--- src/rtl/l2_bus_arbiter_if.sv ---
// Request/grant bundle between the L1 miss handlers, the L2 bus arbiter and the L2 port.
// The arbiter uses the master view; the cache/L2 side uses the slave view.
interface l2_bus_arbiter_if;
  logic        ic_rd_req;
  logic [31:0] ic_addr;
  logic        dc_rd_req;
  logic        dc_wr_req;
  logic [31:0] dc_addr;
  logic [31:0] dc_wr_data;
  logic        l2_ready;
  logic        ic_rd_granted;
  logic        dc_rd_granted;
  logic        dc_wr_granted;
  logic [31:0] l2_addr;
  logic        l2_rd_en;
  logic        l2_wr_en;
  logic [31:0] l2_wr_data;
  logic        busy;

  modport master (
    input  ic_rd_req, ic_addr, dc_rd_req, dc_wr_req, dc_addr, dc_wr_data, l2_ready,
    output ic_rd_granted, dc_rd_granted, dc_wr_granted, l2_addr, l2_rd_en, l2_wr_en,
           l2_wr_data, busy
  );

  modport slave (
    output ic_rd_req, ic_addr, dc_rd_req, dc_wr_req, dc_addr, dc_wr_data, l2_ready,
    input  ic_rd_granted, dc_rd_granted, dc_wr_granted, l2_addr, l2_rd_en, l2_wr_en,
           l2_wr_data, busy
  );
endinterface

--- src/rtl/l2_bus_arbiter.sv ---
// Arbitrates I-cache reads, D-cache reads and D-cache write-throughs onto one L2 port.
// Bursts run to completion; IC and DC alternate on contention, DC writes beat DC reads.
module l2_bus_arbiter #(
  parameter int RD_BURST_LEN = 4,
  parameter int WR_BURST_LEN = 1
) (
  input  logic             clk,
  input  logic             rst,
  l2_bus_arbiter_if.master bus
);

  typedef enum logic [1:0] {IDLE, IC_RD, DC_RD, DC_WR} state_t;

  localparam logic [2:0] RD_LAST = 3'(RD_BURST_LEN - 1);
  localparam logic [2:0] WR_LAST = 3'(WR_BURST_LEN - 1);

  state_t     state;
  logic [2:0] beat_cnt;
  logic       last_owner;

  logic ic_pending;
  logic dc_pending;
  logic owner_req;
  logic burst_last;
  logic beat_done;

  assign ic_pending = bus.ic_rd_req;
  assign dc_pending = bus.dc_rd_req | bus.dc_wr_req;

  always_comb begin
    owner_req  = 1'b0;
    burst_last = 1'b0;
    case (state)
      IC_RD: begin
        owner_req  = bus.ic_rd_req;
        burst_last = (beat_cnt == RD_LAST);
      end
      DC_RD: begin
        owner_req  = bus.dc_rd_req;
        burst_last = (beat_cnt == RD_LAST);
      end
      DC_WR: begin
        owner_req  = bus.dc_wr_req;
        burst_last = (beat_cnt == WR_LAST);
      end
      default: ;
    endcase
  end

  assign beat_done = (state != IDLE) && owner_req && bus.l2_ready;

  // A dropped request ends the burst just like its final beat does, so both hand
  // the bus back through IDLE and record who owned it for the round-robin.
  always_ff @(posedge clk) begin
    if (rst) begin
      state      <= IDLE;
      beat_cnt   <= '0;
      last_owner <= 1'b1;
    end else begin
      case (state)
        IDLE: begin
          beat_cnt <= '0;
          if (ic_pending && (!dc_pending || last_owner)) state <= IC_RD;
          else if (bus.dc_wr_req)                        state <= DC_WR;
          else if (bus.dc_rd_req)                        state <= DC_RD;
        end
        default: begin
          if (!owner_req || (bus.l2_ready && burst_last)) begin
            state      <= IDLE;
            beat_cnt   <= '0;
            last_owner <= (state != IC_RD);
          end else if (bus.l2_ready) begin
            beat_cnt <= beat_cnt + 3'd1;
          end
        end
      endcase
    end
  end

  // Outputs decode the current state and are forced quiet while reset is held,
  // so a burst interrupted by reset cannot leak a grant in the reset cycle.
  always_comb begin
    bus.ic_rd_granted = 1'b0;
    bus.dc_rd_granted = 1'b0;
    bus.dc_wr_granted = 1'b0;
    bus.l2_addr       = '0;
    bus.l2_rd_en      = 1'b0;
    bus.l2_wr_en      = 1'b0;
    bus.l2_wr_data    = '0;
    bus.busy          = 1'b0;
    if (!rst) begin
      bus.busy = (state != IDLE);
      case (state)
        IC_RD: begin
          bus.l2_rd_en      = 1'b1;
          bus.l2_addr       = bus.ic_addr;
          bus.ic_rd_granted = beat_done;
        end
        DC_RD: begin
          bus.l2_rd_en      = 1'b1;
          bus.l2_addr       = bus.dc_addr;
          bus.dc_rd_granted = beat_done;
        end
        DC_WR: begin
          bus.l2_wr_en      = 1'b1;
          bus.l2_addr       = bus.dc_addr;
          bus.l2_wr_data    = bus.dc_wr_data;
          bus.dc_wr_granted = beat_done;
        end
        default: ;
      endcase
    end
  end

endmodule

--- src/flat_wrapper.sv ---
// flat-port wrapper written by rule: the top's interface ports become plain ports
module l2_bus_arbiter_flat 
#(
  parameter int RD_BURST_LEN = 4,
  parameter int WR_BURST_LEN = 1
)
  (clk, rst, bus_ic_rd_req, bus_ic_addr, bus_dc_rd_req, bus_dc_wr_req, bus_dc_addr, bus_dc_wr_data, bus_l2_ready, bus_ic_rd_granted, bus_dc_rd_granted, bus_dc_wr_granted, bus_l2_addr, bus_l2_rd_en, bus_l2_wr_en, bus_l2_wr_data, bus_busy);
  l2_bus_arbiter_if bus_i ();
  input  logic clk;
  input  logic rst;
  input wire logic [$bits(bus_i.ic_rd_req)-1:0] bus_ic_rd_req;
  input wire logic [$bits(bus_i.ic_addr)-1:0] bus_ic_addr;
  input wire logic [$bits(bus_i.dc_rd_req)-1:0] bus_dc_rd_req;
  input wire logic [$bits(bus_i.dc_wr_req)-1:0] bus_dc_wr_req;
  input wire logic [$bits(bus_i.dc_addr)-1:0] bus_dc_addr;
  input wire logic [$bits(bus_i.dc_wr_data)-1:0] bus_dc_wr_data;
  input wire logic [$bits(bus_i.l2_ready)-1:0] bus_l2_ready;
  output wire logic [$bits(bus_i.ic_rd_granted)-1:0] bus_ic_rd_granted;
  output wire logic [$bits(bus_i.dc_rd_granted)-1:0] bus_dc_rd_granted;
  output wire logic [$bits(bus_i.dc_wr_granted)-1:0] bus_dc_wr_granted;
  output wire logic [$bits(bus_i.l2_addr)-1:0] bus_l2_addr;
  output wire logic [$bits(bus_i.l2_rd_en)-1:0] bus_l2_rd_en;
  output wire logic [$bits(bus_i.l2_wr_en)-1:0] bus_l2_wr_en;
  output wire logic [$bits(bus_i.l2_wr_data)-1:0] bus_l2_wr_data;
  output wire logic [$bits(bus_i.busy)-1:0] bus_busy;
  assign bus_i.ic_rd_req = bus_ic_rd_req;
  assign bus_i.ic_addr = bus_ic_addr;
  assign bus_i.dc_rd_req = bus_dc_rd_req;
  assign bus_i.dc_wr_req = bus_dc_wr_req;
  assign bus_i.dc_addr = bus_dc_addr;
  assign bus_i.dc_wr_data = bus_dc_wr_data;
  assign bus_i.l2_ready = bus_l2_ready;
  assign bus_ic_rd_granted = bus_i.ic_rd_granted;
  assign bus_dc_rd_granted = bus_i.dc_rd_granted;
  assign bus_dc_wr_granted = bus_i.dc_wr_granted;
  assign bus_l2_addr = bus_i.l2_addr;
  assign bus_l2_rd_en = bus_i.l2_rd_en;
  assign bus_l2_wr_en = bus_i.l2_wr_en;
  assign bus_l2_wr_data = bus_i.l2_wr_data;
  assign bus_busy = bus_i.busy;
  l2_bus_arbiter #(.RD_BURST_LEN(RD_BURST_LEN), .WR_BURST_LEN(WR_BURST_LEN)) u_core (.clk(clk), .rst(rst), .bus(bus_i));
endmodule
--- config.mk ---
export PLATFORM = sky130hd
export DESIGN_NAME = l2_bus_arbiter_flat
export DESIGN_NICKNAME = d
export VERILOG_FILES = /design/src/rtl/l2_bus_arbiter_if.sv /design/src/rtl/l2_bus_arbiter.sv /design/src/flat_wrapper.sv
export SDC_FILE = /design/constraint.sdc
export NUM_CORES = 1
export LEC_CHECK = 0
export BUFFER_PORTS_ARGS = -buffer_cell sky130_fd_sc_hd__buf_2
export CAP_MARGIN = 20
export CORE_AREA = 4 4 68 76
export DETAILED_ROUTE_END_ITERATION = 12
export DIE_AREA = 0 0 72 80
export PLACE_DENSITY = 0.74
export SYNTH_ARGS = -nofsm -noshare
export SYNTH_HDL_FRONTEND = slang
export SYNTH_SLANG_ARGS = --single-unit
--- constraint.sdc ---
create_clock -name clk -period 2.2 [get_ports clk]
set_input_delay 0.66 -clock clk [delete_from_list [all_inputs] [get_ports clk]]
set_output_delay 0.66 -clock clk [all_outputs]
set_load 0.02 [all_outputs]
==> results.toml, run 1 <==
[global_routing]
antenna_found_initial = 0
first_global_vias = 1824
grt_pass1_wl_um = 8380
use_met2_pct = 34.6
grt-ovfl-total = 0
grt_most_used_layer = "met2"
grt_max_degree = 35
met1_usage_pct = 18.8
globalRouteMet3Util_pct = 3.27
grt_use_total_pct = 17.5

[clock_tree]
cts_root_buffer = "clkbuf_8"
numClockSinks = 6
cts-buffers-inserted = 3
clockBufferDepth = 2
insertion_delay_ns = 0.23
cts_tree = "built"
cts_htree_levels = 1
path_clk_slew_ns = 0.04

[die]
io_pins = 172
initial_core_util_pct = 25.8
die_area_um2 = 5760
core_um2 = 4320
chipHeight_um = 80
die_w_um = 72
core.rowCount = 25

[synth]
synth.yosys.seq_area_share_pct = 10.8
synth_area_um2 = 1110
avgSynthCellArea_um2 = 6.68
synth_cell_types = 27
synth_nets = 276
synth-seq-cells = 6
syn_inst = 167
yosys_warnings = 0

[sta]
slew_headroom_pct = 77.1
finalSetupViolCount = 35
rsz0062_at_grt = "yes"
period_minus_slack_ns = 2.40
tightest_slew_ns = 0.340
finClkSkew_ns = 0.00207
hold_ws_ns = 0.523
max_freq_mhz = 416
report.final.hold_viol_count = 0
maxSlewViolCount = 0
min_period_over_period_pct = 109
setup_slack_ns = -0.202

[power]
power_density_nw_per_um2 = 550
irDropWorstVdd_uv = 523
power.leakage_uw = 0.00135

[hold_path]
whs_path_depth = 2
min_path_type = "register to register"
min-delay-start = "u_core.beat_cnt[2]"
min_to = "u_core.beat_cnt[2]"

[route]
vias_per_cell = 4.75
drt_wl_total_um = 6300
antenna_left = 0
drc = 0
avgRoutedWirePerCell_um = 15.7
firstDrtPassIters = 6
via_count = 1906
drtIter0Drc = 63

[setup_path]
reg2reg_to = "u_core.beat_cnt[2]"
rr_worst_depth = 6
arrival_ns = 1.74
crit_required_ns = 1.54
worstPathMaxFanout = 3
r2r_slack_ns = 0.37
crit_path_end_kind = "output pin"
critPathKind = "register to output pin"
reg2reg_from = "u_core.state[1]"
cp-start-kind = "register"

[place]
io_buffer_count = 171
gp_congestion = 0.837
dp_hpwl_um = 4530
placed_area_um2 = 2110

[finish]
final_common_cell = "buf_2"
area_growth_syn_to_layout_pct = 128
n_antenna_cell = 0
stdcell_area_um2 = 2540
nets = 458
drive_above_1_share_pct = 68.9
nFillCells = 397
final_cell_mix = "140 x buf_2, 37 x buf_4, 32 x and2_1, 24 x nor2_1, 20 x a22oi_1"

[run]
maxCapViolCount = 0

[outcome]
run_status = "finished with violations"
violations = "setup timing"
worst max-delay path by stage:
stage | startpoint | to | depth (start not counted)
detailed placement | bus_dc_rd_req | bus_ic_rd_granted | 5
floorplan | u_core.state[1] | bus_dc_rd_granted | 6
CTS | u_core.state[0] | bus_dc_wr_granted | 6
global route | u_core.state[0] | bus_l2_addr[15] | 6
finish | u_core.state[0] | bus_dc_wr_granted | 7
global placement | bus_dc_rd_req | bus_ic_rd_granted | 5
layer usage:
layer	vias up	wire length (µm)
li1	948	-
met1	864	2160
met2	87	3550
met3	7	521
met4	0	65
met5	-	0
power by group:
part | switching [µW] | total, µW | internal, µW
Combinational | 570 | 1080 | 512
Sequential | 19.3 | 148 | 129
Clock | 50.3 | 168 | 118
Total | 639 | 1400 | 759
cell type report:
type / count / area, µm² / area share, %
inverters: 8 / 32.5 / 1.28
repair buffers: 193 / 1200 / 47.2
flip-flops and latches: 6 / 128 / 5.02
well taps: 54 / 67.6 / 2.66
multi-input cells: 137 / 1070 / 42.2
clock buffers: 3 / 41.3 / 1.63
through the flow:
step / worst slack (ns) / setup TNS, ns / instances / utilization, % / total power [µW]
after floorplan: -0.000479 / -0.00144 / 167 / - / 633
after global placement: -0.0912 / -2.04 / 391 / 48.8 / 935
after detailed placement: -0.158 / -2.65 / 391 / 48.8 / 950
after CTS: -0.190 / -5.77 / 395 / 51.9 / 1180
after global routing: -0.252 / -5.62 / 401 / 58.8 / 1490
final: -0.202 / -3.34 / 401 / 58.8 / 1400
cells by family (layout without fill, tap and decap cells):
| group | count (synthesis) | after routing | share of synthesized area [%] |
|---|---|---|---|
| AO/OA/AOI/OAI | 46 | 46 | 32.9 |
| XOR/XNOR | 1 | 1 | 0.786 |
| adder cells (fa/ha/maj) | 7 | 7 | 7.86 |
| buffers and inverters | 24 | 204 | 8.75 |
| flip-flops | 6 | 6 | 10.8 |
| multiplexers | 1 | 1 | 0.898 |
| AND/OR/NAND/NOR | 82 | 82 | 38.0 |
flip-flops by register name, summed over array words and instances (netlist names):
register and flops:
u_core.last_owner 1, u_core.beat_cnt 3, u_core.state 2
cell usage after synthesis (all sizes together):
| library cell | number | area, µm² |
|---|---|---|
| o21bai | 2 | 15.0 |
| o41a | 2 | 22.5 |
| a21oi | 1 | 5.00 |
| clkbuf | 15 | 56.3 |
| and4b | 1 | 10.0 |
| mux2i | 1 | 10.0 |
| or2 | 2 | 12.5 |
| o311a | 1 | 10.0 |
| o41ai | 2 | 17.5 |
| nand2 | 1 | 3.75 |
| inv | 8 | 30.0 |
| o32a | 1 | 10.0 |
| dfxtp | 6 | 120 |
| a211oi | 1 | 12.5 |
| and3 | 4 | 25.0 |
| or4 | 1 | 11.3 |
| nor2 | 39 | 146 |
| a21boi | 1 | 7.51 |
| ha | 7 | 87.6 |
| and2 | 32 | 200 |
| buf | 1 | 11.3 |
| a22oi | 33 | 248 |
| a222oi | 1 | 10.0 |
| and2b | 2 | 15.0 |
| xnor2 | 1 | 8.76 |
| a311oi | 1 | 8.76 |
repair_timing:
item / 4_1_cts / 5_1_grt
pin swaps: 6 / 5
endpoints found under the setup margin: 36 / 37
resized for setup: 30 / 65
buffers inserted: 1 / 4
cloned: 0 / 2
hold buffers: 0 / 0
worst max-delay path, stage by stage, from the launching register on:
cell,delay [ns]
dfxtp_4,0.35
buf_4,0.14
ha_4,0.16
a222oi_1,0.32
buf_4,0.20
nor2_4,0.04
and3_4,0.17
buf_6,0.12
(Power assumes the default switching activity.)
==> run 2: changes to the inputs <==
--- a/config.mk
+++ b/config.mk
@@ -11,6 +11,7 @@
 export DETAILED_ROUTE_END_ITERATION = 12
 export DIE_AREA = 0 0 72 80
 export PLACE_DENSITY = 0.74
+export SETUP_SLACK_MARGIN = 0.5
 export SYNTH_ARGS = -nofsm -noshare
 export SYNTH_HDL_FRONTEND = slang
 export SYNTH_SLANG_ARGS = --single-unit
==> run 2 against run 1 <==
The run still ends with setup timing left. Global-route usage grew 1.8 points. Sequential power is essentially flat. Hold slack better by 0.016 ns. Wire length grew 3.4%. Clock power shrank 3%. Critical path type unchanged. Largest cell class is now multi-input gates. Largest power group unchanged.
==> results.toml, run 2 (synthesis results as in run 1) <==
[sta]
period_minus_slack_ns = 2.45
slew_headroom_pct = 68.5
finalSetupViolCount = 36
setup_slack_ns = -0.253
rsz0062_at_grt = "yes"
tightest_slew_ns = 0.472
maxSlewViolCount = 0
finClkSkew_ns = 0.00425
max_freq_mhz = 408
min_period_over_period_pct = 112
report.final.hold_viol_count = 0

[setup_path]
arrival_ns = 1.79
reg2reg_from = "u_core.state[0]"
crit_required_ns = 1.54
rr_worst_depth = 7
worstPathMaxFanout = 34
r2r_slack_ns = 0.25
crit_path_end_kind = "output pin"
cp-start-kind = "register"
reg2reg_to = "u_core.beat_cnt[2]"
critPathKind = "register to output pin"

[route]
drtIter0Drc = 68
firstDrtPassIters = 4
drt_wl_total_um = 6510
drc = 0
avgRoutedWirePerCell_um = 16.2
vias_per_cell = 4.83
via_count = 1937
antenna_left = 0

[outcome]
violations = "setup timing"
run_status = "finished with violations"

[die]
chipHeight_um = 80
io_pins = 172
die_area_um2 = 5760
initial_core_util_pct = 25.8
core.rowCount = 25
die_w_um = 72
core_um2 = 4320

[power]
power.leakage_uw = 0.00141
power_uw = 1660
irDropWorstVdd_uv = 625
power_density_nw_per_um2 = 555

[hold_path]
min_to = "u_core.beat_cnt[2]"
whs_path_depth = 2
min-delay-start = "u_core.beat_cnt[2]"
min_path_type = "register to register"

[finish]
nets = 458
final_cell_mix = "136 x buf_2, 34 x buf_6, 32 x and2_4, 31 x nor2_4, 29 x a22oi_2"
final_common_cell = "buf_2"
regMostFlops = "u_core.beat_cnt"
largest_reg_flops = 3
reg.largest.list = "u_core.beat_cnt x3, u_core.state x2, u_core.last_owner x1"
stdcell_area_um2 = 2980
nFillCells = 320
drive_above_1_share_pct = 89.3
area_growth_syn_to_layout_pct = 167
n_antenna_cell = 0

[clock_tree]
path_clk_slew_ns = 0.04
insertion_delay_ns = 0.22
clockBufferDepth = 2
cts_htree_levels = 1
cts_tree = "built"
cts-buffers-inserted = 3
cts_root_buffer = "clkbuf_8"
numClockSinks = 6

[global_routing]
antenna_found_initial = 0
grt_use_total_pct = 19.3
grt-ovfl-total = 0
first_global_vias = 1891
grt_max_degree = 35
grt_pass1_wl_um = 9080

[place]
io_buffer_count = 171
dp_hpwl_um = 4930
gp_congestion = 0.858
placed_area_um2 = 2650

[run]
maxCapViolCount = 0
-- run 2: cell types whose count changed in the layout (fill, tap and decap cells not counted), moves of 2 or more --
cell / before / now
and2_4: 0 / 32
nor2_2: 12 / 3
buf_4: 37 / 19
buf_2: 140 / 136
a22oi_2: 13 / 29
a22oi_1: 20 / 4
ha_4: 3 / 1
ha_2: 0 / 3
nor2_1: 24 / 5
buf_6: 12 / 34
nor2_4: 3 / 31
and2_1: 32 / 0
-- run 2: critical path: stages (launching register included) --
cell,delay [ns]
dfxtp_4,0.36
inv_2,0.05
buf_4,0.13
ha_2,0.18
or2_4,0.27
buf_16,0.22
nor2_2,0.16
buf_4,0.15
-- run 2: layer usage --
| metal | vias to the layer above | track usage, % | wire [µm] |
|---|---|---|---|
| met1 | 895 | 20.9 | 2300 |
| li1 | 953 | - | - |
| met4 | 0 | 6.39 | 82 |
| met3 | 10 | 3.53 | 453 |
| met2 | 79 | 36.9 | 3670 |
| met5 | - | 0 | 0 |
-- run 2: timing repair --
action                                  4_1_cts  5_1_grt
endpoints found under the setup margin       73       76
pin swaps                                     6        3
buffers inserted                              2        4
hold buffers                                  0        0
gates resized for setup                       8       68
-- run 2: worst max-delay path by stage --
stage,from,endpoint,slack (ns),cells after the start
floorplan,u_core.state[1],bus_dc_rd_granted,0.02,6
global placement,bus_dc_rd_req,bus_ic_rd_granted,-0.20,5
detailed placement,bus_dc_rd_req,bus_ic_rd_granted,-0.21,5
CTS,u_core.state[0],bus_dc_wr_granted,-0.22,6
global route,u_core.state[0],bus_ic_rd_granted,-0.30,7
finish,u_core.state[0],bus_l2_addr[1],-0.25,7
-- run 2: cell type report --
type | instances | area, µm² | share of cell area (%)
Multi-Input combinational cell | 137 | 1420 | 47.5
Timing Repair Buffer | 193 | 1290 | 43.4
Sequential cell | 6 | 128 | 4.28
Tap cell | 54 | 67.6 | 2.27
Clock buffer | 3 | 41.3 | 1.39
Inverter | 8 | 33.8 | 1.13
-- run 2: through the flow --
| stage | util, % | std cells | setup WS, ns | TNS (ns) | hold slack (ns) |
|---|---|---|---|---|---|
| after global placement | 61.4 | 392 | -0.205 | -1.02 | 0.523 |
| after global routing | 69.0 | 401 | -0.299 | -10.0 | 0.599 |
| after floorplan | - | 167 | 0.0236 | 0 | 0.503 |
| final | 69.0 | 401 | -0.253 | -6.86 | 0.539 |
| after detailed placement | 61.4 | 392 | -0.210 | -1.19 | 0.533 |
| after CTS | 63.3 | 397 | -0.216 | -7.07 | 0.537 |
-- run 2: power breakdown --
group          switching, µW  leakage (µW)  internal (µW)
combinational            723       0.00134            622
clock                   46.0     0.0000216            117
sequential              17.8     0.0000502            129
==> run 3: changes to the inputs <==
--- a/config.mk
+++ b/config.mk
@@ -7,10 +7,11 @@
 export LEC_CHECK = 0
 export BUFFER_PORTS_ARGS = -buffer_cell sky130_fd_sc_hd__buf_2
 export CAP_MARGIN = 20
-export CORE_AREA = 4 4 68 76
+export CORE_AREA = 4 4 67 75
+export CTS_BUF_LIST = sky130_fd_sc_hd__clkbuf_8
 export DETAILED_ROUTE_END_ITERATION = 12
-export DIE_AREA = 0 0 72 80
-export PLACE_DENSITY = 0.74
+export DIE_AREA = 0 0 71 79
+export PLACE_DENSITY = 0.76
 export SETUP_SLACK_MARGIN = 0.5
 export SYNTH_ARGS = -nofsm -noshare
 export SYNTH_HDL_FRONTEND = slang
==> run 3 against run 2 <==
The flow still finishes with violations (setup timing). Worst setup slack improved by 0.012 ns. Critical endpoint is now bus_dc_wr_granted. Clock skew about the same. Global-route usage increased by 3.5 points. Design area increased by 11%. Die area decreased by 2.6%. Flip-flop and latch count unchanged. Via count increased by 4.8%. Non-clock buffer count increased by 2. Sequential share of layout area decreased by 0.40 points. Register-to-register slack improved by 0.03 ns. Clock power increased by 6%. Combinational power increased by 10%.
==> results.toml, run 3 (synthesis results as in run 1) <==
[place]
dp_hpwl_um = 5140
numPlacedInstances = 391
gp_congestion = 0.855
io_buffer_count = 171
placed_area_um2 = 2630

[finish]
regMostFlops = "u_core.beat_cnt"
stdcell_area_um2 = 3320
largest_reg_flops = 3
nets = 461
drive_above_1_share_pct = 91.4
multi_input_area_um2 = 1490
nFillCells = 278
final_cell_mix = "104 x buf_2, 65 x buf_6, 32 x and2_4, 32 x a22oi_2, 32 x nor2_4"
reg.largest.list = "u_core.beat_cnt x3, u_core.state x2, u_core.last_owner x1"
final_util_pct = 78.0
area_growth_syn_to_layout_pct = 198
n_antenna_cell = 0
final_common_cell = "buf_2"
seq_area_um2 = 129
fin_cells = 404

[setup_path]
cp_slowest_cell = "dfxtp_4"
crit_required_ns = 1.54
crit_chain = "inv_4, ha_4, a222oi_1, buf_4, nor2_4, and3_4, buf_6"
critPathKind = "register to output pin"
worstPathMaxFanout = 4
slowest_delay_ns = 0.39
arrival_ns = 1.78
crit_path_end_kind = "output pin"
cp-start-kind = "register"

[clock_tree]
cts_htree_levels = 1
clockBufferDepth = 2
numClockSinks = 6
cts_tree = "built"
cts-buffers-inserted = 3
insertion_delay_ns = 0.23
path_clk_slew_ns = 0.04
cts_root_buffer = "clkbuf_8"

[power]
internal_power_uw = 947
irDropWorstVdd_uv = 633
power_density_nw_per_um2 = 546
p_sw_uw = 864
power.share.sequential_pct = 8.8
p_comb_share_pct = 81.7
clock_power_share_pct = 9.5
switching_share_pct = 47.7
power.leakage_uw = 0.00146
power_uw = 1810

[outcome]
run_status = "finished with violations"
violations = "setup timing"

[hold_path]
min_path_type = "register to register"

[sta]
max_freq_mhz = 410
tightest_slew_ns = 0.341
maxSlewViolCount = 0
finClkSkew_ns = 0.00421
min_period_over_period_pct = 111
period_minus_slack_ns = 2.44
setup_slack_ns = -0.241
finalSetupViolCount = 35
rsz0062_at_grt = "yes"
slew_headroom_pct = 77.2
finalSetupTns_ns = -3.08
report.final.hold_viol_count = 0

[global_routing]
grt_max_degree = 34
grt-ovfl-total = 0
antenna_found_initial = 0
grt_use_total_pct = 22.8
grt_pass1_wl_um = 10400
first_global_vias = 2067

[route]
via_count = 2030
antenna_left = 0
drtIter0Drc = 62
drt_wl_total_um = 7680
drc = 0
firstDrtPassIters = 5
vias_per_cell = 5.02
avgRoutedWirePerCell_um = 19.0

[run]
maxCapViolCount = 0

[die]
core.rowCount = 25
chipHeight_um = 79
core_um2 = 4250
initial_core_util_pct = 26.2
io_pins = 172
die_area_um2 = 5610
die_w_um = 71
[run 3: path summary, 6_finish.rpt]
check / start / endpoint / slack [ns] / cells past startpoint
worst min-delay path: u_core.beat_cnt[2] / u_core.beat_cnt[2] / 0.53 / 2
worst min register to register: u_core.beat_cnt[2] / u_core.beat_cnt[2] / 0.53 / 2
worst max register to register: u_core.state[0] / u_core.beat_cnt[2] / 0.28 / 8
worst max-delay path: u_core.state[0] / bus_dc_wr_granted / -0.24 / 7
[run 3: repair_timing]
action                                  CTS  global route
setup buffers                             4             3
hold buffers                              0             0
endpoints found under the setup margin   70            75
pin swaps                                18            12
gates resized for setup                  38           127
cloned                                    3             0
[run 3: power by group through the flow]
stage	Sequential [µW]	Clock, µW	Combinational, µW
4_1_cts	151	179	1320
2_1_floorplan	142	0	922
3_3_place_gp	145	0	1130
6_report	159	172	1480
5_1_grt	161	180	1570
3_5_place_dp	148	0	1150
[run 3: final cells by class]
cell class	instances	area share (%)
Sequential cell	6	3.88
Clock buffer	3	1.24
Multi-Input combinational cell	138	45.0
Inverter	8	1.24
Timing Repair Buffer	195	46.6
Tap cell	54	2.04
[run 3: worst max-delay path: cells and delay by family (launching register included)]
kind	cells	cell delay, ns
flops	1	0.39
buf+inv	3	0.39
compound gates	1	0.36
simple gates	2	0.22
fa+ha+maj	1	0.17
[run 3: through the flow]
step           hold WS (ns)  worst slack [ns]
5_1_grt               0.576            -0.255
6_report              0.534            -0.241
3_3_place_gp          0.518            -0.151
3_5_place_dp          0.538            -0.159
4_1_cts               0.551            -0.203
2_1_floorplan         0.503            0.0236
[run 3: routing by layer]
metal / GRT usage, % / wire, µm / part of all wire, %
met1: 23.6 / 2590 / 34
met2: 45.9 / 4450 / 58
met3: 3.16 / 398 / 5.2
met4: 7.52 / 242 / 3.1
met5: 0 / 0 / 0
